<file path="src/rtl/region_reader_pkg.sv">
// region_reader_pkg
//   Shared constants and types for the region reader.
//   - SCREEN_W / SCREEN_H : visible framebuffer extent in pixels
//   - DEF_SIZE            : default side length of the scanned square
//   - DEF_BG_COLOR        : default colour treated as empty background
//   - state_t             : scan FSM state encoding
//   - pix_t               : address + valid travelling with an outstanding read
//   - on_screen()         : bounds test on un-truncated coordinates
package region_reader_pkg;

    localparam int SCREEN_W = 160;
    localparam int SCREEN_H = 120;

    localparam int          DEF_SIZE     = 16;
    localparam logic [2:0]  DEF_BG_COLOR = 3'b000;

    typedef enum logic [1:0] {
        ST_IDLE  = 2'd0,
        ST_SCAN  = 2'd1,
        ST_DRAIN = 2'd2,
        ST_DONE  = 2'd3
    } state_t;

    // One outstanding framebuffer read: the address that was issued and
    // whether a read strobe actually went out for it.
    typedef struct packed {
        logic       vld;
        logic [7:0] x;
        logic [6:0] y;
    } pix_t;

    // Coordinates are passed un-truncated (origin + offset) so that an
    // offset which wraps past the 8/7-bit address range still reads as
    // off-screen rather than aliasing back onto the visible area.
    function automatic logic on_screen(input logic [9:0] ux, input logic [9:0] uy);
        return (ux < 10'(SCREEN_W)) && (uy < 10'(SCREEN_H));
    endfunction

endpackage

</file>
<file path="src/rtl/region_counter.sv">
// region_counter
//   Raster offset generator for a SIZE x SIZE region: dx runs 0..SIZE-1 in
//   the inner loop, dy 0..SIZE-1 in the outer loop.
//   Ports:
//     clock, resetn    : system clock, asynchronous active-low reset
//     clr              : restart at offset (0,0)
//     en               : advance to the next offset
//     dx_next, dy_next : offset that follows the current one
//     last             : current offset is (SIZE-1, SIZE-1)
//   The current offset is kept internal; the reader only needs the next one
//   because its address outputs are registered one step ahead.
module region_counter
    import region_reader_pkg::*;
#(
    parameter int SIZE = DEF_SIZE,
    parameter int CW   = (SIZE > 1) ? $clog2(SIZE) : 1
) (
    input  logic          clock,
    input  logic          resetn,
    input  logic          clr,
    input  logic          en,
    output logic [CW-1:0] dx_next,
    output logic [CW-1:0] dy_next,
    output logic          last
);

    localparam logic [CW-1:0] MAX = CW'(SIZE - 1);

    logic [CW-1:0] dx;
    logic [CW-1:0] dy;
    logic          row_end;

    always_comb begin
        row_end = (dx == MAX);
        dx_next = row_end ? '0 : dx + CW'(1);
        dy_next = dy;
        if (row_end) begin
            dy_next = (dy == MAX) ? '0 : dy + CW'(1);
        end
        last = row_end && (dy == MAX);
    end

    always_ff @(posedge clock or negedge resetn) begin
        if (!resetn) begin
            dx <= '0;
            dy <= '0;
        end else if (clr) begin
            dx <= '0;
            dy <= '0;
        end else if (en) begin
            dx <= dx_next;
            dy <= dy_next;
        end
    end

endmodule

</file>
<file path="src/rtl/region_reader.sv">
// region_reader
//   Scans a SIZE x SIZE framebuffer region in raster order, one pixel per
//   cycle, and reports whether any non-background pixel was found, how many,
//   and where the first one was.
//   Ports:
//     clock, resetn          : system clock, asynchronous active-low reset
//     start, x0, y0          : scan request and region top-left corner
//     rd_x, rd_y, rd_en      : framebuffer read address and strobe
//     rd_color               : read data, returned one cycle after rd_en
//     busy, done             : scan in progress / one-cycle completion pulse
//     hit, hit_count         : any hit / number of hits (0..SIZE*SIZE)
//     first_hit_x/_y         : address of the first hit in raster order
//   Timing, counted from the accept cycle (0): addresses go out in cycles
//   1..SIZE*SIZE, data returns in 2..SIZE*SIZE+1 (the DRAIN cycle covers the
//   final return), and done pulses one cycle after that.
module region_reader
    import region_reader_pkg::*;
#(
    parameter int         SIZE     = DEF_SIZE,
    parameter logic [2:0] BG_COLOR = DEF_BG_COLOR
) (
    input  logic       clock,
    input  logic       resetn,
    input  logic       start,
    input  logic [7:0] x0,
    input  logic [6:0] y0,
    output logic [7:0] rd_x,
    output logic [6:0] rd_y,
    output logic       rd_en,
    input  logic [2:0] rd_color,
    output logic       busy,
    output logic       done,
    output logic       hit,
    output logic [8:0] hit_count,
    output logic [7:0] first_hit_x,
    output logic [6:0] first_hit_y
);

    localparam int CW = (SIZE > 1) ? $clog2(SIZE) : 1;

    state_t        state;
    logic [7:0]    org_x;
    logic [6:0]    org_y;
    logic [CW-1:0] dx_next;
    logic [CW-1:0] dy_next;
    logic          last;
    logic          accept;
    pix_t          pipe;

    logic [7:0]    base_x;
    logic [6:0]    base_y;
    logic [CW-1:0] off_dx;
    logic [CW-1:0] off_dy;
    logic [9:0]    ux;
    logic [9:0]    uy;

    assign accept = (state == ST_IDLE) && start;

    region_counter #(
        .SIZE (SIZE),
        .CW   (CW)
    ) u_cnt (
        .clock   (clock),
        .resetn  (resetn),
        .clr     (accept),
        .en      (state == ST_SCAN),
        .dx_next (dx_next),
        .dy_next (dy_next),
        .last    (last)
    );

    // Address of the next read. In IDLE the first address is formed straight
    // from the live x0/y0 so it can be registered on the accept edge; after
    // that only the latched origin is used, so x0/y0 may change freely.
    always_comb begin
        base_x = org_x;
        base_y = org_y;
        off_dx = dx_next;
        off_dy = dy_next;
        if (state == ST_IDLE) begin
            base_x = x0;
            base_y = y0;
            off_dx = '0;
            off_dy = '0;
        end
        ux = {2'b00, base_x} + 10'(off_dx);
        uy = {3'b000, base_y} + 10'(off_dy);
    end

    // Control FSM; all control outputs are registered here.
    always_ff @(posedge clock or negedge resetn) begin
        if (!resetn) begin
            state <= ST_IDLE;
            org_x <= '0;
            org_y <= '0;
            rd_x  <= '0;
            rd_y  <= '0;
            rd_en <= 1'b0;
            busy  <= 1'b0;
            done  <= 1'b0;
        end else begin
            done <= 1'b0;
            case (state)
                ST_IDLE: begin
                    if (start) begin
                        org_x <= x0;
                        org_y <= y0;
                        rd_x  <= ux[7:0];
                        rd_y  <= uy[6:0];
                        rd_en <= on_screen(ux, uy);
                        busy  <= 1'b1;
                        state <= ST_SCAN;
                    end
                end
                ST_SCAN: begin
                    if (last) begin
                        rd_en <= 1'b0;
                        state <= ST_DRAIN;
                    end else begin
                        rd_x  <= ux[7:0];
                        rd_y  <= uy[6:0];
                        rd_en <= on_screen(ux, uy);
                    end
                end
                ST_DRAIN: begin
                    // Final read data is consumed on this edge.
                    busy  <= 1'b0;
                    done  <= 1'b1;
                    state <= ST_DONE;
                end
                ST_DONE: begin
                    state <= ST_IDLE;
                end
                default: begin
                    state <= ST_IDLE;
                end
            endcase
        end
    end

    // Read-return path: the issued address rides one stage behind rd_en so
    // it lines up with rd_color. Off-screen offsets never set vld, so
    // whatever rd_color carries for them is ignored.
    always_ff @(posedge clock or negedge resetn) begin
        if (!resetn) begin
            pipe        <= '0;
            hit         <= 1'b0;
            hit_count   <= '0;
            first_hit_x <= '0;
            first_hit_y <= '0;
        end else begin
            pipe <= '{vld: rd_en, x: rd_x, y: rd_y};
            if (accept) begin
                hit         <= 1'b0;
                hit_count   <= '0;
                first_hit_x <= '0;
                first_hit_y <= '0;
            end else if (pipe.vld && (rd_color != BG_COLOR)) begin
                // 9 bits hold up to 256 hits, so no saturation is needed.
                hit_count <= hit_count + 9'd1;
                if (!hit) begin
                    hit         <= 1'b1;
                    first_hit_x <= pipe.x;
                    first_hit_y <= pipe.y;
                end
            end
        end
    end

endmodule

</file>
<file path="config.mk">
export PLATFORM = sky130hd
export DESIGN_NAME = region_reader
export DESIGN_NICKNAME = d
export VERILOG_FILES = /design/src/rtl/region_reader_pkg.sv /design/src/rtl/region_counter.sv /design/src/rtl/region_reader.sv
export SDC_FILE = /design/constraint.sdc
export NUM_CORES = 1
export LEC_CHECK = 0
export BUFFER_PORTS_ARGS = -buffer_cell sky130_fd_sc_hd__buf_2
export CAP_MARGIN = 20
export CORE_ASPECT_RATIO = 1.1
export CORE_MARGIN = 5
export CORE_UTILIZATION = 35
export DETAILED_ROUTE_END_ITERATION = 16
export SETUP_SLACK_MARGIN = 0.1
export SYNTH_ARGS = -nofsm -noshare
export SYNTH_HDL_FRONTEND = slang
export SYNTH_SLANG_ARGS = --single-unit
</file>
<file path="constraint.sdc">
create_clock -name clock -period 2.8 [get_ports clock]
set_input_delay 0.42 -clock clock [delete_from_list [all_inputs] [get_ports clock]]
set_output_delay 0.42 -clock clock [all_outputs]
set_load 0.01 [all_outputs]
</file>
==> results of run 1 <==
==> critical path, cell delays in order (launching register included) <==
cell and delay [ns]:
dfrtp_1 0.35, ha_2 0.19, and3_4 0.24, buf_4 0.13, nand2_1 0.07, xor2_1 0.16, nor2_1 0.21, ha_4 0.21
a211oi_4 0.05, buf_4 0.14, o211a_1 0.24, a2111oi_4 0.22, nand4_1 0.14, a41o_1 0.24
==> registers in the layout, indices dropped and copies added (netlist names), 2 cells and up <==
signal,count
org_y,7
hit_count,9
pipe,16
rd_y,7
first_hit_x,8
state,2
u_cnt.dx,4
org_x,8
rd_x,8
u_cnt.dy,4
first_hit_y,7
==> per-stage QoR <==
step                      TNS [ns]   util  instance area (sq um)  setup WS [ns]
after floorplan                  0      -                   4050          0.101
after global placement    -0.00225  0.415                   4570       -0.00225
after detailed placement    -0.109  0.415                   4570         -0.109
after CTS                        0  0.448                   4930          0.122
after global routing       -0.0234  0.459                   5060        -0.0234
final                            0  0.459                   5060         0.0925
==> synthesized netlist by cell type (5+ instances only) <==
| master | n | share of area |
|---|---|---|
| inv_1 | 11 | 0.010 |
| dfrtp_1 | 84 | 0.53 |
| mux2i_1 | 7 | 0.018 |
| nor2_1 | 29 | 0.027 |
| a21oi_1 | 15 | 0.019 |
| nand4_1 | 5 | 0.0079 |
| o21ai_0 | 16 | 0.020 |
| xor2_1 | 12 | 0.026 |
| clkbuf_1 | 7 | 0.0066 |
| xnor2_1 | 7 | 0.015 |
| mux2_2 | 14 | 0.040 |
| nand2_1 | 73 | 0.069 |
| ha_1 | 14 | 0.044 |
| a22o_1 | 15 | 0.033 |
==> worst max-delay path by stage <==
stage | start | end | slack (ns) | cells after the start
2_1_floorplan | state[0] | rd_en | 0.10 | 15
3_3_place_gp | u_cnt.dx[1] | rd_en | -0.002 | 12
3_5_place_dp | state[1] | rd_en | -0.11 | 11
4_1_cts | u_cnt.dx[0] | rd_en | 0.12 | 12
5_1_grt | u_cnt.dx[1] | rd_en | -0.02 | 13
6_report | u_cnt.dx[1] | rd_en | 0.09 | 13
==> cell families (layout without fill, tap and decap cells) <==
| family | after synthesis | after routing | share of synthesized area |
|---|---|---|---|
| multiplexers | 26 | 26 | 0.0758 |
| AO/OA/AOI/OAI | 66 | 66 | 0.122 |
| buffers and inverters | 26 | 122 | 0.0355 |
| adder cells (fa/ha/maj) | 16 | 16 | 0.0541 |
| AND/OR/NAND/NOR | 131 | 131 | 0.142 |
| flip-flops | 84 | 84 | 0.528 |
| XOR/XNOR | 19 | 19 | 0.0418 |
==> timing repair <==
action | CTS | global route
endpoints found under the setup margin | 3 | 3
pin swaps | 6 | 13
buffers inserted | 6 | 10
gates resized for setup | 5 | 10
cloned | 0 | 0
==> area by class of cell <==
cell class,instances,area (sq um),share of cell area
Clock inverter,6,45.0,0.00890
Tap cell,147,184,0.0364
Multi-Input combinational cell,258,1860,0.369
Inverter,11,41.3,0.00816
Timing Repair Buffer,95,583,0.115
Clock buffer,10,239,0.0472
Sequential cell,84,2100,0.416
==> layer usage <==
metal | wire length [um] | vias to the layer above
li1 | - | 1451
met1 | 4060 | 1426
met2 | 4240 | 51
met3 | 425 | 11
met4 | 191 | 0
met5 | 0 | -
==> power breakdown <==
group,switching (mW),internal (mW),leakage (nW)
Sequential,0.307,1.71,1.07
Combinational,1.42,1.34,1.27
Clock,0.493,0.633,0.144
==> metrics.yaml, run 1 <==
cells_and_area:
  num-fill-cells: 1077
  final_cell_mix: "dfrtp_1, nand2_1, buf_2, buf_4, nor2_1"
  instances_no_fill: 611
  drive_gt1_frac: 0.336
  final_common_cell: "dfrtp_1"
  antenna_cells: 0
  num-nets-final: 496
  area_growth_pct: 27.1
grt:
  grt_max_degree: 85
  met1_usage: 0.173
  antenna_found_initial: 0
  overflow: 0
  grt_pass1_wl_mm: 14.4
  grtUsageMet2: 0.210
  met3_usage: 0.0308
  grt_usage: 0.133
  grt_pass1_vias: 2862
  grt_busiest_layer: "met2"
route:
  drc: 0
  wl_mm: 8.92
  drtIter0Drc: 120
  dr.pass1.iters: 4
  via_per_inst: 4.81
  postRouteAntennaNets: 0
  num_vias: 2939
  wl_per_cell_um: 14.6
setup_path:
  cp_max_fo: 6
  crit_path_start_kind: "flop"
  regToRegEndpoint: "rd_en"
  r2r_start: "u_cnt.dx[1]"
  required_ns: 3.03
  reg2reg_slack_ns: 0.09
  r2r_cells: 13
  end_kind: "flop"
  crit_arrival_ns: 2.93
  crit_type: "reg -> reg"
placement:
  dp_hpwl_mm: 6.34
  routabilityCongestion: 0.808
  io_buffers: 63
  dp_cells: 580
logic_synthesis:
  yosysSeqAreaShare: 0.528
  synthArstFlopShare: 1.00
  syn_avg_cell_area_sq_um: 10.8
  synth_edf_count: 0
  synthCells: 368
  synth.distinct_cells: 47
  synth-main-ff-cell: "dfrtp_1"
  syn-cell-area_sq_um: 3980
  synth_nets: 405
  ys_ff_latch: 84
  yosysWarnings: 0
timing:
  worst_hold_slack_ns: 0.107
  rsz0062_at_grt: "yes"
  finalSetupViolCount: 0
  tightest_slew_ns: 0.950
  hold_viol: 0
  max_freq_ghz: 0.369
  clock_skew_ns: 0.00794
  relSlewSlack: 0.364
  finalCriticalPeriod_ns: 2.71
  timing.final.crit_share: 0.967
  finalMaxSlewViolations: 0
pwr:
  power.static_leakage_nw: 2.49
  p_per_area_nw_per_um2: 1170
  irDropWorstVdd_mv: 0.367
  finalPower_mw: 5.90
cts:
  clockBufferDepth: 2
  cts_tree: "done"
  clk_latency_ns: 0.34
  htreeDepth: 3
  cts.sinks: 84
  cts_buffers: 9
  root_buffer: "clkbuf_16"
  cts_hold_buf: 0
  clkTransAtPathRegs_ns: 0.06
flow_run:
  max_cap_viol_count: 0
floorplan:
  start_util: 0.361
  design.die.area_sq_um: 13600
  std_cell_rows: 40
  core_sq_um: 11000
  die_h_um: 122
  ioPinCount: 64
  die_w_um: 112
run_status:
  status: "completed"
worst_hold_path:
  worstHoldPathType: "in -> async"
No activity file was read; power rests on OpenSTA's default activity.
==> run 2, diff against run 1 <==
--- a/config.mk
+++ b/config.mk
@@ -5,12 +5,14 @@
 export SDC_FILE = /design/constraint.sdc
 export NUM_CORES = 1
 export LEC_CHECK = 0
+export ABC_AREA = 1
 export BUFFER_PORTS_ARGS = -buffer_cell sky130_fd_sc_hd__buf_2
 export CAP_MARGIN = 20
 export CORE_ASPECT_RATIO = 1.1
 export CORE_MARGIN = 5
 export CORE_UTILIZATION = 35
 export DETAILED_ROUTE_END_ITERATION = 16
+export RECOVER_POWER = 50
 export SETUP_SLACK_MARGIN = 0.1
 export SYNTH_ARGS = -nofsm -noshare
 export SYNTH_HDL_FRONTEND = slang
==> metrics.yaml, run 2 <==
timing:
  relSlewSlack: -0.491  # was 0.364
  clock_skew_ns: 0.00783  # was 0.00794 ns
  hold_viol: 0  # unchanged
  finalSetupViolCount: 0  # unchanged
  rsz0062_at_grt: "yes"  # unchanged
  timing.final.crit_share: 0.935  # was 0.967
  finalMaxSlewViolations: 40  # was 0
  tightest_slew_ns: 2.24  # was 0.950 ns
  finalCriticalPeriod_ns: 2.62  # was 2.71 ns
  max_freq_ghz: 0.382  # was 0.369 GHz
  tns_ns: 0  # unchanged
setup_path:
  crit_type: "reg -> reg"  # unchanged
  cpMostUsedCell: "nand2_1"  # was buf_4
  path_cells: "ha_2 -> nand2_2 -> nor2_4 -> buf_6 -> o21ai_4 -> nor2_2 -> ha_2 -> inv_2 -> fa_2 -> nand3b_1 -> nand2_2 -> nand3_2 -> nand2_1 -> nand2_1 -> nor2_1 -> nand2_1 -> nand3_1 -> nand2_1"  # was ha_2 -> and3_4 -> buf_4 -> nand2_1 -> xor2_1 -> nor2_1 -> ha_4 -> a211oi_4 -> buf_4 -> o211a_1 -> a2111oi_4 -> nand4_1 -> a41o_1
  crit_cells: 18  # was 13
  r2r_cells: 18  # was 13
  cp_slowest_cell: "dfrtp_1"  # unchanged
  critPathMaxStageDelay_ns: 0.38  # was 0.35 ns
  end_kind: "flop"  # unchanged
  crit_path_start_kind: "flop"  # unchanged
  path_buf_inv: 2  # unchanged
  cp_max_fo: 4  # was 6
  critPathTopFamily: "simple AND/OR/NAND/NOR gates"  # was compound AO/OA/AOI/OAI gates
  required_ns: 3.02  # was 3.03 ns
  crit_arrival_ns: 2.84  # was 2.93 ns
cts:
  clk_latency_ns: 0.34  # about the same
  clkTransAtPathRegs_ns: 0.06  # about the same
  cts_buffers: 9  # unchanged
  cts.sinks: 84  # unchanged
  cts_tree: "done"  # unchanged
  clockBufferDepth: 2  # unchanged
  htreeDepth: 3  # unchanged
  root_buffer: "clkbuf_16"  # unchanged
cells_and_area:
  area_growth_pct: 21.8  # was 27.1%
  drive_gt1_frac: 0.218  # was 0.336
  final_cell_mix: "nand2_1, dfrtp_1, inv_1, buf_2, o21ai_0"  # was dfrtp_1, nand2_1, buf_2, buf_4, nor2_1
  utilization: 0.433  # was 0.459
  top_register: "pipe"  # unchanged
  num-fill-cells: 1138  # was 1,077
  final_common_cell: "nand2_1"  # was dfrtp_1
  num-nets-final: 574  # was 496
  largest_registers: "pipe (16), hit_count (9)"  # unchanged
  largest_register_ffs: 16  # unchanged
  antenna_cells: 0  # unchanged
  multi_input_area_sq_um: 1660  # was 1860 sq um
  regArea_sq_um: 2100  # unchanged
logic_synthesis:
  yosysMostFrequentCell: "nand2_1"  # was dfrtp_1
  synth_top_area_cell: "dfrtp_1"  # unchanged
  ys_ff_latch: 84  # unchanged
  synthCells: 466  # was 368
  synthArstFlopShare: 1.00  # unchanged
  yosysWarnings: 0  # unchanged
  syn-cell-area_sq_um: 4050  # was 3980 sq um
  synth_nets: 503  # was 405
  synth_edf_count: 0  # unchanged
  yosysSeqAreaShare: 0.519  # was 0.528
  synth-main-ff-cell: "dfrtp_1"  # unchanged
  synth_top_cells_by_count: "nand2_1, dfrtp_1, inv_1"  # was dfrtp_1, nand2_1, nor2_1
  ys_top_cells_by_area: "dfrtp_1, nand2_1, o21ai_0"  # was dfrtp_1, nand2_1, ha_1
  synth.distinct_cells: 36  # was 47
  syn_avg_cell_area_sq_um: 8.69  # was 10.8 sq um
  netlist.area_leader.share: 0.519  # was 0.528
flow_run:
  max_cap_viol_count: 1  # was 0
floorplan:
  std_cell_rows: 41  # was 40
  die_h_um: 123  # was 122 um
  design.die.area_sq_um: 13800  # was 13,600 sq um
  ioPinCount: 64  # unchanged
  core_sq_um: 11400  # was 11,000 sq um
  die_w_um: 113  # was 112 um
  start_util: 0.356  # was 0.361
grt:
  grt_max_degree: 46  # was 85
  antenna_found_initial: 0  # unchanged
  grt_pass1_wl_mm: 14.8  # was 14.4 mm
  overflow: 0  # unchanged
  grt_usage: 0.135  # was 0.133
  grt_pass1_vias: 3151  # was 2,862
worst_hold_path:
  worstHoldPathType: "in -> reg"  # was in -> async
  min_path_cells: 3
placement:
  dp_hpwl_mm: 6.73  # was 6.34 mm
  routabilityCongestion: 0.830  # was 0.808
  io_buffers: 63  # unchanged
route:
  via_per_inst: 4.64  # was 4.81
  postRouteAntennaNets: 0  # unchanged
  drc: 0  # unchanged
  routed.top_layer: "met4"  # unchanged
  num_vias: 3209  # was 2,939
  wl_mm: 9.10  # was 8.92 mm
  dr.pass1.iters: 4  # unchanged
  drtIter0Drc: 124  # was 120
  dr_wl_met3_um: 365  # was 425 um
  dr_wl_met2_mm: 4.26  # was 4.24 mm
  wl_met1_mm: 4.23  # was 4.06 mm
  wl_per_cell_um: 13.2  # was 14.6 um
pwr:
  power.static_leakage_nw: 2.48  # was 2.49 nW
  p_per_area_nw_per_um2: 1180  # was 1170 nW/um^2
  irDropWorstVdd_mv: 0.510  # was 0.367 mV
run_status:
  status: "complete, but fails checks"  # was completed
  violations: "capacitance limit, slew limit"
## run 2: timing repair
| item | 4_1_cts | 5_1_grt |
|---|---|---|
| hold buffers | 0 | 0 |
| resized for setup | 1 | 20 |
| setup buffers | 0 | 6 |
| pin swaps | 0 | 12 |
| setup endpoints to repair | 1 | 3 |
## run 2: cells by family (layout without fill, tap and decap cells)
logic type,count (synthesis),after routing,synth area share
flip-flops,84,84,0.519
AO/OA/AOI/OAI,87,87,0.117
multiplexers,1,1,0.00278
adder cells (fa/ha/maj),16,16,0.0532
buffers and inverters,81,157,0.0837
XOR/XNOR,7,7,0.0151
AND/OR/NAND/NOR,190,190,0.209
## run 2: final timing paths
kind	start	end	slack, ns
min in group asynchronous	resetn	hit_count[8]	0.74
setup reg to reg	u_cnt.dx[0]	rd_en	0.18
hold / removal	y0[6]	org_y[6]	0.31
hold reg to reg	rd_x[6]	pipe[13]	0.40
setup / recovery	u_cnt.dx[0]	rd_en	0.18
max in group asynchronous	resetn	u_cnt.dx[2]	0.78
## run 2: metal layers
| layer | GRT usage | up-vias |
|---|---|---|
| li1 | - | 1641 |
| met1 | 0.173 | 1477 |
| met2 | 0.214 | 74 |
| met3 | 0.0301 | 17 |
| met4 | 0.0676 | 0 |
| met5 | 0 | - |
## run 2: worst reg2reg max path, delay by kind of cell (launching register included)
| kind | cells | cell delay [ns] |
|---|---|---|
| AOI/OAI and AO/OA | 1 | 0.05 |
| and+or+nand+nor | 12 | 1.16 |
| adders and majority gates | 3 | 0.76 |
| DFF | 1 | 0.38 |
| buffers and inverters | 2 | 0.17 |
## run 2: power by group
| part | switching, mW | total, mW | leakage [nW] | internal, mW |
|---|---|---|---|---|
| clock | 0.478 | 1.26 | 0.150 | 0.787 |
| combinational | 1.62 | 2.55 | 1.27 | 0.930 |
| sequential | 0.290 | 2.02 | 1.07 | 1.73 |
## run 2: area by class of cell
cell class | count | share of cell area
repair buffers | 74 | 0.0827
inverters | 67 | 0.0515
clock inverters | 5 | 0.0172
multi-input cells | 301 | 0.337
flip-flops and latches | 84 | 0.426
well taps | 150 | 0.0380
clock buffers | 11 | 0.0472
## run 2: through the flow
step | instance area (sq um) | instances | total power [mW] | hold slack (ns) | setup WS (ns)
global placement | 4520 | 670 | 4.48 | 0.386 | 0.212
global route | 4930 | 692 | 6.33 | 0.324 | 0.0199
CTS | 4840 | 686 | 5.84 | 0.0778 | 0.120
finish | 4930 | 692 | 5.84 | 0.312 | 0.183
detailed placement | 4520 | 670 | 4.54 | 0.383 | 0.0947
floorplan | 4050 | 466 | 3.80 | 0.124 | 0.126
==> run 3, diff against run 2 <==
--- a/config.mk
+++ b/config.mk
@@ -8,7 +8,7 @@
 export ABC_AREA = 1
 export BUFFER_PORTS_ARGS = -buffer_cell sky130_fd_sc_hd__buf_2
 export CAP_MARGIN = 20
-export CORE_ASPECT_RATIO = 1.1
+export CORE_ASPECT_RATIO = 0.75
 export CORE_MARGIN = 5
 export CORE_UTILIZATION = 35
 export DETAILED_ROUTE_END_ITERATION = 16
==> constraint.sdc (replaced) <==
create_clock -name clock -period 2.3 [get_ports clock]
set_input_delay 0.345 -clock clock [delete_from_list [all_inputs] [get_ports clock]]
set_output_delay 0.345 -clock clock [all_outputs]
set_load 0.01 [all_outputs]
==> metrics.yaml, run 3 (same netlist as run 2, synthesis figures left out) <==
run_status:
  status: "complete, but fails checks"  # unchanged
  violations: "setup timing"  # was capacitance limit, slew limit
pwr:
  power.static_leakage_nw: 2.52  # was 2.48 nW
  finalPower_mw: 7.73  # was 5.84 mW
  p_per_area_nw_per_um2: 1460  # was 1180 nW/um^2
  irDropWorstVdd_mv: 0.617  # was 0.510 mV
timing:
  finalCriticalPeriod_ns: 2.40  # was 2.62 ns
  relSlewSlack: 0.322  # was -0.491
  max_freq_ghz: 0.417  # was 0.382 GHz
  worst_hold_slack_ns: 0.212  # was 0.312 ns
  timing.final.crit_share: 1.04  # was 0.935
  worst_slack_ns: -0.0988  # was 0.183 ns
  clock_skew_ns: 0.00480  # was 0.00783 ns
  finalSetupViolCount: 2  # was 0
  tns_ns: -0.144  # was 0 ns
  rsz0062_at_grt: "yes"  # unchanged
  finalMaxSlewViolations: 0  # was 40
  hold_viol: 0  # unchanged
  tightest_slew_ns: 1.02  # was 2.24 ns
cells_and_area:
  area_growth_pct: 30.4  # was 21.8%
  instances_no_fill: 718  # was 692
  largest_register_ffs: 16  # unchanged
  final_cell_mix: "nand2_1, dfrtp_1, inv_1, o21ai_0, clkbuf_1"  # was nand2_1, dfrtp_1, inv_1, buf_2, o21ai_0
  final_common_cell: "nand2_1"  # unchanged
  finalInstanceArea_sq_um: 5280  # was 4930 sq um
  top_register: "pipe"  # unchanged
  antenna_cells: 0  # unchanged
  largest_registers: "pipe (16), hit_count (9)"  # unchanged
  drive_gt1_frac: 0.247  # was 0.218
  utilization: 0.461  # was 0.433
  num-nets-final: 606  # was 574
route:
  wl_mm: 9.58  # was 9.10 mm
  drc: 0  # unchanged
  dr_wl_met3_um: 462  # was 365 um
  wl_met1_mm: 4.65  # was 4.23 mm
  via_per_inst: 4.70  # was 4.64
  wl_per_cell_um: 13.3  # was 13.2 um
  routed.top_layer: "met4"  # unchanged
  postRouteAntennaNets: 0  # unchanged
  drtIter0Drc: 160  # was 124
  num_vias: 3375  # was 3,209
  dr_wl_met2_mm: 4.41  # was 4.26 mm
  dr.pass1.iters: 4  # unchanged
grt:
  grt_pass1_wl_mm: 16.2  # was 14.8 mm
  grt_usage: 0.147  # was 0.135
  grt_max_degree: 45  # was 46
  grt_pass1_vias: 3427  # was 3,151
  antenna_found_initial: 0  # unchanged
  overflow: 0  # unchanged
cts:
  cts_buffers: 9  # unchanged
  cts_tree: "done"  # unchanged
  clockBufferDepth: 2  # unchanged
  root_buffer: "clkbuf_16"  # unchanged
  clk_latency_ns: 0.34  # about the same
  htreeDepth: 3  # unchanged
  cts.sinks: 84  # unchanged
  clkTransAtPathRegs_ns: 0.06  # about the same
placement:
  io_buffers: 63  # unchanged
  dp_cells: 697  # was 670
  dp_hpwl_mm: 7.04  # was 6.73 mm
  placed_area_sq_um: 4800  # was 4520 sq um
  dp_slack_ns: -0.214  # was 0.0947 ns
  routabilityCongestion: 0.868  # was 0.830
floorplan:
  design.die.area_sq_um: 13800  # about the same
  die_h_um: 103  # was 123 um
  core_sq_um: 11400  # about the same
  die_w_um: 134  # was 113 um
  std_cell_rows: 34  # was 41
  ioPinCount: 64  # unchanged
  start_util: 0.354  # was 0.356
setup_path:
  r2r_start: "state[0]"  # was u_cnt.dx[0]
  crit_path_start_kind: "flop"  # unchanged
  crit_arrival_ns: 2.63  # was 2.84 ns
  end_kind: "flop"  # unchanged
  r2r_cells: 16  # was 18
  required_ns: 2.53  # was 3.02 ns
  regToRegEndpoint: "rd_en"  # unchanged
  crit_type: "reg -> reg"  # unchanged
  cp_max_fo: 6  # was 4
  reg2reg_slack_ns: -0.1  # was 0.18 ns
worst_hold_path:
  hp-start: "y0[6]"  # unchanged
  holdPathEnd: "org_y[6]"  # unchanged
  worstHoldPathType: "in -> reg"  # unchanged
  min_path_cells: 3  # unchanged
flow_run:
  max_cap_viol_count: 0  # was 1
[run 3: timing repair]
action | in CTS | in global routing
cloned | 0 | 0
pin swaps | 11 | 15
endpoints found under the setup margin | 8 | 32
hold buffers | 1 | 0
hold endpoints to repair | 1 | 0
setup buffers | 1 | 4
gates resized for setup | 27 | 26
[run 3: how the worst max path moves through the flow]
stage | from | endpoint | slack, ns | cells after the start
floorplan | state[1] | rd_en | -0.11 | 18
global placement | u_cnt.dx[0] | rd_en | -0.14 | 18
detailed placement | u_cnt.dx[0] | rd_en | -0.21 | 18
CTS | u_cnt.dx[1] | rd_en | -0.13 | 18
global route | u_cnt.dx[0] | rd_en | -0.30 | 18
finish | state[0] | rd_en | -0.1 | 16
[run 3: per-layer routing]
| metal | track usage | vias to the layer above |
|---|---|---|
| met2 | 0.234 | 64 |
| met1 | 0.196 | 1588 |
| met3 | 0.0498 | 7 |
| met5 | 0 | - |
| li1 | - | 1716 |
| met4 | 0.0329 | 0 |
[run 3: cell type report]
type | instances | area [sq um]
flip-flops and latches | 84 | 2100
inverters | 67 | 256
multi-input cells | 301 | 1800
fillers | 1114 | 6160
clock inverters | 3 | 45.0
repair buffers | 106 | 631
well taps | 144 | 180
clock buffers | 13 | 260
[run 3: worst max-delay path, cell delays in order, from the launching register on]
cell and delay (ns):
dfrtp_1 0.38, inv_1 0.14, ha_4 0.21, inv_4 0.06, o21ai_2 0.16, ha_2 0.21
inv_2 0.04, fa_2 0.33, nand3b_1 0.19, nand2_2 0.11, nand3_2 0.06, nand2_1 0.08
nand2_1 0.06, nor2_1 0.08, nand2_1 0.05, nand3_1 0.07, nand2_1 0.05
[run 3: report_power, final]
group | total, mW | internal [mW] | switching (mW)
clock | 1.47 | 0.901 | 0.568
sequential | 2.47 | 2.11 | 0.365
combinational | 3.79 | 1.55 | 2.23
